==> src/rtl/reg_file_sb_if.sv <==
// Bus bundle for the scoreboarded register file: two read ports, one write
// port, one issue port and the pending-count readout.
interface reg_file_sb_if #(
    parameter int DATA_W = 32,
    parameter int ADDR_W = 5
);
    logic [ADDR_W-1:0] reg_file_sb_rd1_id;
    logic [ADDR_W-1:0] reg_file_sb_rd2_id;
    logic [DATA_W-1:0] reg_file_sb_rd1_data;
    logic [DATA_W-1:0] reg_file_sb_rd2_data;
    logic              reg_file_sb_rd1_busy;
    logic              reg_file_sb_rd2_busy;
    logic              reg_file_sb_wr_en;
    logic [ADDR_W-1:0] reg_file_sb_wr_id;
    logic [DATA_W-1:0] reg_file_sb_wr_data;
    logic              reg_file_sb_iss_en;
    logic [ADDR_W-1:0] reg_file_sb_iss_id;
    logic [ADDR_W:0]   reg_file_sb_pend_cnt;

    modport master (
        output reg_file_sb_rd1_id, reg_file_sb_rd2_id,
        output reg_file_sb_wr_en, reg_file_sb_wr_id, reg_file_sb_wr_data,
        output reg_file_sb_iss_en, reg_file_sb_iss_id,
        input  reg_file_sb_rd1_data, reg_file_sb_rd2_data,
        input  reg_file_sb_rd1_busy, reg_file_sb_rd2_busy,
        input  reg_file_sb_pend_cnt
    );

    modport slave (
        input  reg_file_sb_rd1_id, reg_file_sb_rd2_id,
        input  reg_file_sb_wr_en, reg_file_sb_wr_id, reg_file_sb_wr_data,
        input  reg_file_sb_iss_en, reg_file_sb_iss_id,
        output reg_file_sb_rd1_data, reg_file_sb_rd2_data,
        output reg_file_sb_rd1_busy, reg_file_sb_rd2_busy,
        output reg_file_sb_pend_cnt
    );
endinterface

==> src/rtl/reg_file_sb.sv <==
// Register file with write-through bypass and a per-register pending
// scoreboard; pend_cnt tracks how many destinations await a write.
module reg_file_sb #(
    parameter int DATA_W   = 32,
    parameter int ADDR_W   = 5,
    parameter int ZERO_REG = 1
) (
    input  logic         reg_file_sb_clk,
    input  logic         reg_file_sb_rst,
    reg_file_sb_if.slave bus
);
    localparam int DEPTH = 2 ** ADDR_W;

    logic [DATA_W-1:0] regs_q [DEPTH];
    logic [DEPTH-1:0]  pend_q, pend_d;
    logic [ADDR_W:0]   cnt_q, cnt_d;

    logic wr_ok, iss_ok, cnt_inc, cnt_dec;
    logic rd1_hit, rd2_hit;

    function automatic logic is_zero_idx(input logic [ADDR_W-1:0] id);
        return (ZERO_REG != 0) && (id == '0);
    endfunction

    assign wr_ok  = bus.reg_file_sb_wr_en  && !is_zero_idx(bus.reg_file_sb_wr_id);
    assign iss_ok = bus.reg_file_sb_iss_en && !is_zero_idx(bus.reg_file_sb_iss_id);

    // An issue to the index being written re-arms it, so the write never clears it.
    always_comb begin
        pend_d  = pend_q;
        cnt_inc = 1'b0;
        cnt_dec = 1'b0;
        if (wr_ok) begin
            pend_d[bus.reg_file_sb_wr_id] = 1'b0;
            cnt_dec = pend_q[bus.reg_file_sb_wr_id] &&
                      !(iss_ok && (bus.reg_file_sb_iss_id == bus.reg_file_sb_wr_id));
        end
        if (iss_ok) begin
            pend_d[bus.reg_file_sb_iss_id] = 1'b1;
            cnt_inc = !pend_q[bus.reg_file_sb_iss_id];
        end
        cnt_d = cnt_q;
        case ({cnt_inc, cnt_dec})
            2'b10:   cnt_d = cnt_q + 1'b1;
            2'b01:   cnt_d = cnt_q - 1'b1;
            default: cnt_d = cnt_q;
        endcase
    end

    always_ff @(posedge reg_file_sb_clk) begin
        if (reg_file_sb_rst) begin
            for (int i = 0; i < DEPTH; i++) regs_q[i] <= '0;
            pend_q <= '0;
            cnt_q  <= '0;
        end else begin
            if (wr_ok) regs_q[bus.reg_file_sb_wr_id] <= bus.reg_file_sb_wr_data;
            pend_q <= pend_d;
            cnt_q  <= cnt_d;
        end
    end

    assign rd1_hit = wr_ok && (bus.reg_file_sb_wr_id == bus.reg_file_sb_rd1_id);
    assign rd2_hit = wr_ok && (bus.reg_file_sb_wr_id == bus.reg_file_sb_rd2_id);

    // Outputs are forced quiet while reset is held, before the edge clears state.
    assign bus.reg_file_sb_rd1_data =
        (reg_file_sb_rst || is_zero_idx(bus.reg_file_sb_rd1_id)) ? '0 :
        rd1_hit ? bus.reg_file_sb_wr_data : regs_q[bus.reg_file_sb_rd1_id];
    assign bus.reg_file_sb_rd2_data =
        (reg_file_sb_rst || is_zero_idx(bus.reg_file_sb_rd2_id)) ? '0 :
        rd2_hit ? bus.reg_file_sb_wr_data : regs_q[bus.reg_file_sb_rd2_id];

    assign bus.reg_file_sb_rd1_busy =
        !reg_file_sb_rst && pend_q[bus.reg_file_sb_rd1_id] && !rd1_hit;
    assign bus.reg_file_sb_rd2_busy =
        !reg_file_sb_rst && pend_q[bus.reg_file_sb_rd2_id] && !rd2_hit;

    assign bus.reg_file_sb_pend_cnt = reg_file_sb_rst ? '0 : cnt_q;
endmodule

==> src/flat_wrapper.sv <==
// flat-port wrapper written by rule: the top's interface ports become plain ports
module reg_file_sb_flat 
#(
    parameter int DATA_W   = 32,
    parameter int ADDR_W   = 5,
    parameter int ZERO_REG = 1
)
  (reg_file_sb_clk, reg_file_sb_rst, bus_reg_file_sb_rd1_id, bus_reg_file_sb_rd2_id, bus_reg_file_sb_wr_en, bus_reg_file_sb_wr_id, bus_reg_file_sb_wr_data, bus_reg_file_sb_iss_en, bus_reg_file_sb_iss_id, bus_reg_file_sb_rd1_data, bus_reg_file_sb_rd2_data, bus_reg_file_sb_rd1_busy, bus_reg_file_sb_rd2_busy, bus_reg_file_sb_pend_cnt);
  reg_file_sb_if #(.DATA_W(DATA_W), .ADDR_W(ADDR_W)) bus_i ();
  input  logic reg_file_sb_clk;
  input  logic reg_file_sb_rst;
  input wire logic [$bits(bus_i.reg_file_sb_rd1_id)-1:0] bus_reg_file_sb_rd1_id;
  input wire logic [$bits(bus_i.reg_file_sb_rd2_id)-1:0] bus_reg_file_sb_rd2_id;
  input wire logic [$bits(bus_i.reg_file_sb_wr_en)-1:0] bus_reg_file_sb_wr_en;
  input wire logic [$bits(bus_i.reg_file_sb_wr_id)-1:0] bus_reg_file_sb_wr_id;
  input wire logic [$bits(bus_i.reg_file_sb_wr_data)-1:0] bus_reg_file_sb_wr_data;
  input wire logic [$bits(bus_i.reg_file_sb_iss_en)-1:0] bus_reg_file_sb_iss_en;
  input wire logic [$bits(bus_i.reg_file_sb_iss_id)-1:0] bus_reg_file_sb_iss_id;
  output wire logic [$bits(bus_i.reg_file_sb_rd1_data)-1:0] bus_reg_file_sb_rd1_data;
  output wire logic [$bits(bus_i.reg_file_sb_rd2_data)-1:0] bus_reg_file_sb_rd2_data;
  output wire logic [$bits(bus_i.reg_file_sb_rd1_busy)-1:0] bus_reg_file_sb_rd1_busy;
  output wire logic [$bits(bus_i.reg_file_sb_rd2_busy)-1:0] bus_reg_file_sb_rd2_busy;
  output wire logic [$bits(bus_i.reg_file_sb_pend_cnt)-1:0] bus_reg_file_sb_pend_cnt;
  assign bus_i.reg_file_sb_rd1_id = bus_reg_file_sb_rd1_id;
  assign bus_i.reg_file_sb_rd2_id = bus_reg_file_sb_rd2_id;
  assign bus_i.reg_file_sb_wr_en = bus_reg_file_sb_wr_en;
  assign bus_i.reg_file_sb_wr_id = bus_reg_file_sb_wr_id;
  assign bus_i.reg_file_sb_wr_data = bus_reg_file_sb_wr_data;
  assign bus_i.reg_file_sb_iss_en = bus_reg_file_sb_iss_en;
  assign bus_i.reg_file_sb_iss_id = bus_reg_file_sb_iss_id;
  assign bus_reg_file_sb_rd1_data = bus_i.reg_file_sb_rd1_data;
  assign bus_reg_file_sb_rd2_data = bus_i.reg_file_sb_rd2_data;
  assign bus_reg_file_sb_rd1_busy = bus_i.reg_file_sb_rd1_busy;
  assign bus_reg_file_sb_rd2_busy = bus_i.reg_file_sb_rd2_busy;
  assign bus_reg_file_sb_pend_cnt = bus_i.reg_file_sb_pend_cnt;
  reg_file_sb #(.DATA_W(DATA_W), .ADDR_W(ADDR_W), .ZERO_REG(ZERO_REG)) u_core (.reg_file_sb_clk(reg_file_sb_clk), .reg_file_sb_rst(reg_file_sb_rst), .bus(bus_i));
endmodule
==> config.mk <==
export PLATFORM = sky130hd
export DESIGN_NAME = reg_file_sb_flat
export DESIGN_NICKNAME = d
export VERILOG_FILES = /design/src/rtl/reg_file_sb_if.sv /design/src/rtl/reg_file_sb.sv /design/src/flat_wrapper.sv
export SDC_FILE = /design/constraint.sdc
export NUM_CORES = 2
export LEC_CHECK = 0
export BUFFER_PORTS_ARGS = -buffer_cell sky130_fd_sc_hd__buf_2
export CORE_ASPECT_RATIO = 0.9
export CORE_MARGIN = 4
export CORE_UTILIZATION = 38
export CTS_BUF_LIST = sky130_fd_sc_hd__clkbuf_8
export DETAILED_ROUTE_END_ITERATION = 8
export MAX_ROUTING_LAYER = met4
export PLACE_DENSITY = 0.58
export REMOVE_ABC_BUFFERS = 1
export SLEW_MARGIN = 10
export SYNTH_ARGS = -nofsm -noshare
export SYNTH_HDL_FRONTEND = slang
export SYNTH_SLANG_ARGS = --single-unit
==> constraint.sdc <==
create_clock -name reg_file_sb_clk -period 5.28 [get_ports reg_file_sb_clk]
set_clock_uncertainty 0.15 [all_clocks]
set_input_delay 1.056 -clock reg_file_sb_clk [delete_from_list [all_inputs] [get_ports reg_file_sb_clk]]
set_output_delay 1.056 -clock reg_file_sb_clk [all_outputs]
set_load 0.005 [all_outputs]
; Yosys cells after proc, flatten, opt, wreduce, memory -nomap -nowiden
; Memory sizes are Yosys's and may differ from the RTL's.
; Index checks and enable logic that the tools add are counted.
[word_totals]
elab_cells = 76
out_inout_bits = 72
memories = 1
ramBits = 1024
inputBits = 56
regBits = 38
[classes]
mux = 30
eq_ne = 5
n_reduce_logical = 27
n_addsub = 2
bitwise = 3
n_lt_le_gt_ge = 6
[memory_table]
columns = name, words, width, rd, rd_clocked_by_memory_dff, write_ports, line_no
row1 = u_core.regs_q, 32, 32, 2, 0, 32, reg_file_sb.sv:14  ; logic [DATA_W-1:0] regs_q [DEPTH];
[op_table]
columns = operator, n
row1 = 32-bit two-way mux, 7
row2 = 32-bit AND, 1
row3 = 32-bit inverter, 1
row4 = 32-bit bitwise OR, 1
row5 = 32-bit OR reduction, 1
row6 = 5-bit by 6-bit < comparator with 1-bit output (second input constant), 4
row7 = 1-bit binary-select mux with 5-bit select, 4
row8 = 5-bit logical NOT, 4
row9 = 5-bit equality test, 3
row10 = 1-bit two-way mux, 14
row11 = 1-bit logical AND, 12
row12 = 6-bit one-hot mux with 2 select lines, 1
row13 = 1-bit demux with 5-bit select, 2
row14 = 5-bit by 1-bit greater-or-equal comparator with 1-bit output (second input constant), 2
row15 = 1-bit logical NOT, 7
row16 = 6-bit by 1-bit adder with 6-bit output (second input constant), 1
row17 = 6-bit two-way mux, 1
row18 = 6-bit by 1-bit subtractor with 6-bit output (second input constant), 1
row19 = 5-bit two-way mux, 1
row20 = 2-bit by 1-bit equality test with 1-bit output (second input constant), 1
row21 = 2-bit equality test (second input constant), 1
row22 = 1-bit logical OR, 2
row23 = 2-bit nonzero test, 1

; Logic depth before layout (Yosys ltp)
[logic_depth]
ltp_word = 9
depth_mapped = 14
mapped_depth_nobuf = 12

; Least setup slack after synthesis
; No wires, ideal clock.
[synth_path]
path_kind = in2reg
startpoint = input port bus_reg_file_sb_wr_id[0]
endpoint = memory u_core.regs_q[12][0] (enable)
setup_slack_ns = 0.440
path_buffers = 2
arrival_time_ns = 4.225
stages = 6
setup_ns = 0.466
required_time_ns = 4.664
path_cell_list = buf_2 -> or2_1 -> nor2_1 -> nand2_1 -> clkbuf_1 -> o21ai_0
[synth_rtl]
columns = element, line_no
row1 = "start, declared", flat_wrapper.sv:15  ; input wire logic [$bits(bus_i.reg_file_sb_wr_id)-1:0] bus_reg_file_sb_wr_id;
row2 = "end, declared", reg_file_sb.sv:14

; Worst setup path after layout
[layout_path]
startpoint = input port bus_reg_file_sb_rd1_id[0]
endpoint = output port bus_reg_file_sb_rd1_data[12]
[layout_between]
elab_chain_len = 4
word_cells_on_any_way = 7
classes_between = eq/ne: 1 / mux: 2 / reduce/logical: 3 / memory: 1
[layout_lines]
columns = element, line_no
row1 = "start, declared", flat_wrapper.sv:12  ; input wire logic [$bits(bus_i.reg_file_sb_rd1_id)-1:0] bus_reg_file_sb_rd1_id;
row2 = "parallel branches: the longest is 3 deep, another holds memory read 32 x 32 bit", --
row3 = 32-bit two-way mux *, reg_file_sb.sv:67  ; (reg_file_sb_rst || is_zero_idx(bus.reg_file_sb_rd1_id)) ? '0 :
row4 = "end, declared", flat_wrapper.sv:19  ; output wire logic [$bits(bus_i.reg_file_sb_rd1_data)-1:0] bus_reg_file_sb_rd1_data;
; Mark *: on every way between the ends.

==> impl_metrics.env <==
export IMPL_start_util=0.384
export IMPL_cp_arrival_ns=3.71
export IMPL_startpoint="bus_reg_file_sb_rd1_id[0]"
export IMPL_cts_sinks=1062
export IMPL_async_reset_ff_frac=0
export IMPL_core_area_um2=151000
export IMPL_hold_ws_ns=0.384
export IMPL_synth_fa_ha_area_frac=0.00143
export IMPL_routed_wl_mm=204
export IMPL_grt_overflow_total=0
export IMPL_clockBufferDepth=3
export IMPL_r2r_slack_ns=1.50
export IMPL_p_per_area_nw_per_um2=301
export IMPL_drtPass1Iterations=7
export IMPL_die_h_um=378
export IMPL_critPathCaptureType="primary output"
export IMPL_drc=0
export IMPL_cts_root_buffer="clkbuf_8"
export IMPL_ctsHoldBuffers=0
export IMPL_mostFrequentLayoutCell="edfxtp_1"
export IMPL_max_vdd_ir_drop_uv=246
export IMPL_synth_edf_count=1024
export IMPL_synth_top_flop_cell="edfxtp_1"
export IMPL_routabilityCongestion=0.887
export IMPL_synth_top_family_by_area="multiplexers"
export IMPL_dieArea_um2=159000
export IMPL_drive_above_1_share=0.303
export IMPL_mostFrequentLayoutCells="edfxtp_1, and2_1, mux4_2"
export IMPL_cts_clk_slew_worst_paths_ns=0.05
export IMPL_synth_simple_area_share=0.132
export IMPL_post_dp_hpwl_mm=120
export IMPL_cap_violations=0
export IMPL_post_route_util=0.433
export IMPL_vias=36504
export IMPL_min_period_over_period=0.930
export IMPL_worstSetupEndpoint="bus_reg_file_sb_rd1_data[12]"
export IMPL_yosysSeqAreaShare=0.545
export IMPL_finalSetupViolations=0
export IMPL_synth_cells=3736
export IMPL_area_growth_pct=12.8
export IMPL_cts_setup_buffers=0
export IMPL_ys_seq_elements=1062
export IMPL_synth_compound_area_frac=0.0349
export IMPL_clock_latency_ns=0.89
export IMPL_synth_avg_cell_area_um2=15.5
export IMPL_syn_area_um2=57900
export IMPL_synth_cell_types=53
export IMPL_num_rows=135
export IMPL_routed_via_density=6.09
export IMPL_final_nets=3916
export IMPL_synthMuxAreaShare=0.251
export IMPL_hold_viol=0
export IMPL_die_w_um=419
export IMPL_htree_levels=4
export IMPL_cp_start_kind="input pin"
export IMPL_grt_pass1_vias=36722
export IMPL_ctsResizeCount=0
export IMPL_rsz0062_at_grt="no"
export IMPL_grt_usage=0.265
export IMPL_yosys_warnings=0
export IMPL_min_period_ns=4.91
export IMPL_reg2reg_from="u_core.pend_q[8]"
export IMPL_slew_violations=0
export IMPL_wl_per_cell_um=34.0
export IMPL_cts_tree="yes"
export IMPL_crit_type="input pin to primary output"
export IMPL_yosys_area_share_xor_xnor=0.00288
export IMPL_crit_fanout=26
export IMPL_worstMarginPinSlew_ns=1.20
export IMPL_io_buffers=127
export IMPL_worstPathRequired_ns=4.07
export IMPL_r2r_cells=12
export IMPL_p_leak_nw=22.4
export IMPL_fin_tns_setup_ns=0
export IMPL_layout_cells_non_filler=5996
export IMPL_top_level_ports=128
export IMPL_dp_cells=5651
export IMPL_hold_class="register to register"
export IMPL_antenna_left=0
export IMPL_cts_buffers=187
export IMPL_r2r_end="u_core.cnt_q[5]"
export IMPL_status="finished clean"
export IMPL_antenna_found_initial=20
export IMPL_drt_iter0_drc=4806
export IMPL_max_slew_margin_rel=0.194
export IMPL_grt_pass1_wl_mm=286
export IMPL_fmax_mhz=204
export IMPL_grt_max_degree=69
## cells by family (layout without fill, tap and decap cells)
family,count (synthesis),count (layout)
other,1,45
XOR/XNOR,19,19
AO/OA/AOI/OAI,279,279
adder cells (fa/ha/maj),6,6
AND/OR/NAND/NOR,1249,1249
multiplexers,684,684
flip-flops,1062,1062
buffers and inverters,436,666
## cells in the mapped netlist (14+ instances only)
cell type,number,share of area
mux2i_1,69,0.012
buf_4,15,0.0019
a211oi_1,106,0.014
buf_1,17,0.0011
dfxtp_1,38,0.013
o22ai_1,14,0.0015
mux4_2,614,0.24
and2_1,993,0.11
inv_1,29,0.0019
o21ai_0,46,0.0040
clkbuf_1,303,0.020
nand2_1,22,0.0014
a221o_1,32,0.0055
a211o_1,32,0.0048
a21oi_1,34,0.0029
nor2b_1,132,0.014
buf_2,54,0.0047
xnor2_1,15,0.0023
buf_6,18,0.0035
nor2_1,45,0.0029
edfxtp_1,1024,0.53
## critical path, stage by stage
cell and delay [ns]:
buf_8 0.36, buf_12 0.29, mux4_2 0.51, nor2b_1 0.14
a211oi_1 0.53, a211oi_1 0.10, a211o_1 0.41, buf_2 0.20
## flip-flops by register name (all words and copies together), names as in the netlist
signal and flops:
u_core.regs_q 1024, u_core.pend_q 32, u_core.cnt_q 6
## power breakdown
part	total (W)	switching, W	internal [W]
clock network	0.00706	0.00358	0.00349
logic	0.00262	0.00147	0.00116
registers	0.00993	0.000227	0.00971
total	0.0196	0.00527	0.0143
## worst min-delay path by stage
stage | cells past startpoint | start | endpoint
detailed placement | 2 | u_core.cnt_q[4] | u_core.cnt_q[4]
global route | 2 | u_core.cnt_q[5] | u_core.cnt_q[5]
floorplan | 2 | u_core.pend_q[12] | u_core.pend_q[12]
CTS | 2 | u_core.cnt_q[4] | u_core.cnt_q[4]
finish | 2 | u_core.cnt_q[4] | u_core.cnt_q[4]
global placement | 2 | u_core.cnt_q[4] | u_core.cnt_q[4]
## metrics by stage
| step | area, um2 | power [W] | setup WS, ns |
|---|---|---|---|
| CTS | 65300 | 0.0197 | 0.373 |
| floorplan | 56200 | 0.0113 | 0.359 |
| global placement | 61900 | 0.0127 | 0.366 |
| global route | 65300 | 0.0203 | 0.316 |
| finish | 65300 | 0.0196 | 0.369 |
| detailed placement | 61900 | 0.0127 | 0.389 |
## routing by layer
layer  wire length (um)  global-route usage  share of wire
met5                  0                   -              0
met4               6170              0.0811          0.030
met3              19300              0.0514          0.095
met2              99200               0.423           0.49
met1              79400               0.346           0.39
## final cells by class
type / instances / area, um2
Clock buffer: 190 / 2620
Tap cell: 1986 / 2480
Sequential cell: 1062 / 31500
Inverter: 29 / 109
Multi-Input combinational cell: 2269 / 25200
Clock inverter: 142 / 711
Fill cell: 13209 / 85600
Antenna cell: 13 / 32.5
Timing Repair Buffer: 305 / 2670
No activity file was read; power rests on OpenSTA's default activity.
